## config.mk

```make
export PLATFORM = sky130hd
export DESIGN_NAME = mult4_seq
export DESIGN_NICKNAME = d
export VERILOG_FILES = /design/src/rtl/mult4_seq.sv
export SDC_FILE = /design/constraint.sdc
export NUM_CORES = 1
export LEC_CHECK = 0
export ABC_AREA = 1
export CAP_MARGIN = 20
export CORE_UTILIZATION = 55
export DETAILED_ROUTE_END_ITERATION = 16
export GPL_ROUTABILITY_DRIVEN = 1
export HOLD_SLACK_MARGIN = 0.05
export PLACE_DENSITY = 0.83
export SYNTH_ARGS = -nofsm -noshare
export SYNTH_HDL_FRONTEND = slang
export SYNTH_SLANG_ARGS = --single-unit
```

## constraint.sdc

```tcl
create_clock -name clk -period 3.63 [get_ports clk]
set_input_delay 0.726 -clock clk [delete_from_list [all_inputs] [get_ports clk]]
set_output_delay 0.726 -clock clk [all_outputs]
set_load 0.05 [all_outputs]
```

## src/rtl/mult4_seq.sv

```systemverilog
// Sequential 4x4 unsigned multiplier: one shift-and-add step per RUN cycle,
// four steps per operation, result published with a one-cycle done pulse.
module mult4_seq (
  input  logic       clk,
  input  logic       rst_n,
  input  logic       start,
  input  logic [3:0] a,
  input  logic [3:0] b,
  output logic       busy,
  output logic       done,
  output logic [7:0] product
);

  typedef enum logic [1:0] {
    S_IDLE = 2'd0,
    S_RUN  = 2'd1,
    S_DONE = 2'd2
  } state_t;

  state_t     r_state;
  logic [3:0] r_mcand;
  logic [7:0] r_work;
  logic [1:0] r_cnt;
  logic [7:0] r_product;

  logic [3:0] w_addend;
  logic [4:0] w_sum;
  logic [7:0] w_shifted;

  // Single 4-bit adder, carry-in 0; bit 4 of the result is the carry-out.
  function automatic logic [4:0] add4(input logic [3:0] x, input logic [3:0] y);
    return {1'b0, x} + {1'b0, y};
  endfunction

  // {carry, high, low} after the add, shifted right by one; bit 0 falls off.
  assign w_addend  = r_work[0] ? r_mcand : 4'd0;
  assign w_sum     = add4(r_work[7:4], w_addend);
  assign w_shifted = {w_sum, r_work[3:1]};

  always_ff @(posedge clk or negedge rst_n) begin
    if (!rst_n) begin
      r_state   <= S_IDLE;
      r_mcand   <= 4'd0;
      r_work    <= 8'd0;
      r_cnt     <= 2'd0;
      r_product <= 8'd0;
    end else begin
      case (r_state)
        S_IDLE: begin
          if (start) begin
            r_mcand <= a;
            r_work  <= {4'd0, b};
            r_cnt   <= 2'd0;
            r_state <= S_RUN;
          end
        end
        S_RUN: begin
          r_work <= w_shifted;
          r_cnt  <= r_cnt + 2'd1;
          if (r_cnt == 2'd3) begin
            r_product <= w_shifted;
            r_state   <= S_DONE;
          end
        end
        S_DONE: begin
          r_state <= S_IDLE;
        end
        default: begin
          r_state <= S_IDLE;
        end
      endcase
    end
  end

  assign busy    = (r_state == S_RUN);
  assign done    = (r_state == S_DONE);
  assign product = r_product;

endmodule

```

==> impl_metrics.py <==
metrics = {
    "status": {
        "status": "completed",
    },
    "sta": {
        "slew_headroom_pct": 66.83,
        "finalMaxSlewViolations": 0,
        "fmax_ghz": 0.3888,
        "rsz0062_at_grt": "no",
        "timing.hold.ws_ps": 492.2,
        "fin_ws_ps": 1058,
        "fin_crit_ps": 2572,
        "timing.setup.tns_ps": 0,
        "period_share_pct": 70.86,
        "worst_pin_slew_ps": 496.0,
        "hold_viol": 0,
        "setup_viol_count_final": 0,
        "skew_ps": 7.079,
    },
    "setup_path": {
        "critical_path.endpoint_type": "output pin",
        "slowest_delay_ps": 800,
        "startpoint_type": "register",
        "path_cells": "inv_2 -> nand2_4 -> inv_6 -> clkdlybuf4s50_1",
        "arrival_ps": 1850,
        "slowest_stage": "clkdlybuf4s50_1",
        "path_delay_family": "buffers and inverters",
        "path_class": "register to output pin",
        "crit_fanout": 13,
        "crit_required_ps": 2900,
        "worst-path-buf-inv": 3,
    },
    "global_routing": {
        "grt_pass1_wl_mm": 3.919,
        "grt_max_degree": 25,
        "track_usage_pct": 21.84,
        "antenna_found_initial": 0,
        "grt_pass1_vias": 922,
        "grt_overflow_total": 0,
    },
    "yosys": {
        "ys.flop_type": "dfrtp_1",
        "synth_area_leaders": "dfrtp_1, nand2_1, ha_1, inv_1, o21ai_2",
        "netlist.area_leader.share_pct": 50.69,
        "yosysSeqAreaShare_pct": 50.69,
        "synth_top_cells_by_count": "nand2_1, dfrtp_1, inv_1, o21ai_0, nand3_1",
        "syn_area_mm2": 0.001185,
        "synth_nets": 151,
        "synth.distinct_cells": 17,
        "ys_ff_latch": 24,
        "yosysTopAreaCell": "dfrtp_1",
        "synthArstFlopShare_pct": 100.0,
        "postSynthAreaPerCell_um2": 8.842,
        "post-synth-top-count-cell": "nand2_1",
        "synth_edf_count": 0,
        "yosysWarnings": 0,
        "netlist_instances": 134,
    },
    "drt": {
        "postRouteWirelength_mm": 2.087,
        "first_iter_violations": 15,
        "drc_errors": 0,
        "vias": 921,
        "wl_per_cell_um": 11.34,
        "first_pass_iters": 4,
        "final_antenna_net_count": 0,
        "vias_per_cell": 5.005,
    },
    "clocking": {
        "cts_hold_buf": 0,
        "root_buffer": "clkbuf_4",
        "clk_latency_ps": 320,
        "cts_buffer_depth": 2,
        "postCtsSetupBuffers": 0,
        "cts-resized-gates": 0,
        "tritoncts": "done",
        "htree_levels": 1,
        "cts_buffers": 3,
        "clk_pin_slew_ps": 120,
        "cts.sinks": 24,
    },
    "power_and_ir_drop": {
        "power_mw": 1.248,
        "p_per_area_mw_per_mm2": 854.5,
        "leakagePower_nw": 0.7768,
        "ir_worst_vdd_mv": 0.5798,
    },
    "floorplanning": {
        "num_rows": 16,
        "fp.dieH_um": 48.42,
        "core_area_mm2": 0.002002,
        "ios": 21,
        "initial_core_util_pct": 59.19,
        "die_w_um": 48.42,
        "die-area_mm2": 0.002344,
    },
    "final_layout": {
        "stdcell_count": 184,
        "nNetsFinal": 175,
        "drive_gt1_share_pct": 10.83,
        "final_cell_area_mm2": 0.001460,
        "area_growth_pct": 23.23,
        "num_antenna_cells": 0,
        "utilization_pct": 72.94,
    },
    "hold_path": {
        "min_path_type": "register to register",
    },
    "placed_design": {
        "preCtsSetupSlack_ps": 1420,
        "place_hpwl_mm": 1.611,
        "dpl.cell_count": 179,
        "place_area_mm2": 0.001396,
        "gp_congestion": 0.8669,
        "numPortBuffers": 20,
    },
    "flow_run": {
        "cap_viol_max_count": 0,
    },
}
metal layers:
layer / global-route usage (%) / share of wire [%] / wire length, um
met5: 0 / 0 / 0
met4: 7.843 / 1.3 / 28
met3: 4.717 / 5.9 / 123
met1: 27.71 / 43 / 889
met2: 36.85 / 50 / 1046
cell type report:
type | instances | area, um^2
tap | 27 | 33.78
multi-input combinational | 90 | 489.2
timing repair buffer | 21 | 227.7
clock buffer | 4 | 36.28
sequential | 24 | 600.6
inverter | 18 | 72.57
fill | 154 | 541.8
cells by family (layout without fill, tap and decap cells):
| kind of cell | Yosys count | count (layout) | share of synthesized area, % |
|---|---|---|---|
| adders and majority gates | 6 | 6 | 6.969 |
| and+or+nand+nor | 64 | 64 | 23.97 |
| xor gates and xnor gates | 1 | 1 | 0.7393 |
| buffers and inverters | 20 | 43 | 8.025 |
| AOI/OAI and AO/OA | 19 | 19 | 9.609 |
| DFF | 24 | 24 | 50.69 |
registers in the layout, indices dropped and copies added (netlist names):
| signal | cells |
|---|---|
| product | 8 |
| r_work | 8 |
| r_mcand | 4 |
| r_cnt | 2 |
| r_state | 2 |
worst paths after layout:
| check | start | end | slack [ps] | cells after the start |
|---|---|---|---|---|
| worst max-delay path | r_state[1]$_DFFE_PN0P_ | busy | 1060 | 4 |
| worst min-delay path | r_cnt[0]$_DFFE_PN0P_ | r_cnt[0]$_DFFE_PN0P_ | 490 | 1 |
| worst max register to register | r_work[0]$_DFFE_PN0P_ | r_work[5]$_DFFE_PN0P_ | 2030 | 6 |
| worst min register to register | r_cnt[0]$_DFFE_PN0P_ | r_cnt[0]$_DFFE_PN0P_ | 490 | 1 |
| max in group asynchronous | rst_n | r_state[1]$_DFFE_PN0P_ | 2510 | 2 |
| min in group asynchronous | rst_n | product[5]$_DFFE_PN0P_ | 690 | 1 |
power breakdown:
part           leakage [nW]  internal, mW  switching [mW]
sequential            0.308         0.375          0.0639
clock                0.0210        0.0614          0.0799
combinational         0.448         0.224           0.443
total                 0.777         0.661           0.587
cell usage in the layout (no fill, tap or decap), drive strengths merged:
cell type      netlist  routed
fa                   1       1
ha                   5       5
nor2                 3       3
clkbuf               0       4
dfrtp               24      24
nand3                7       7
o21ai               16      16
inv                 18      18
a21oi                3       3
clkdlybuf4s50        0      20
nand2               54      54
xnor2                1       1
buf                  2       1
Note: power is estimated with default switching activity, not from simulation.
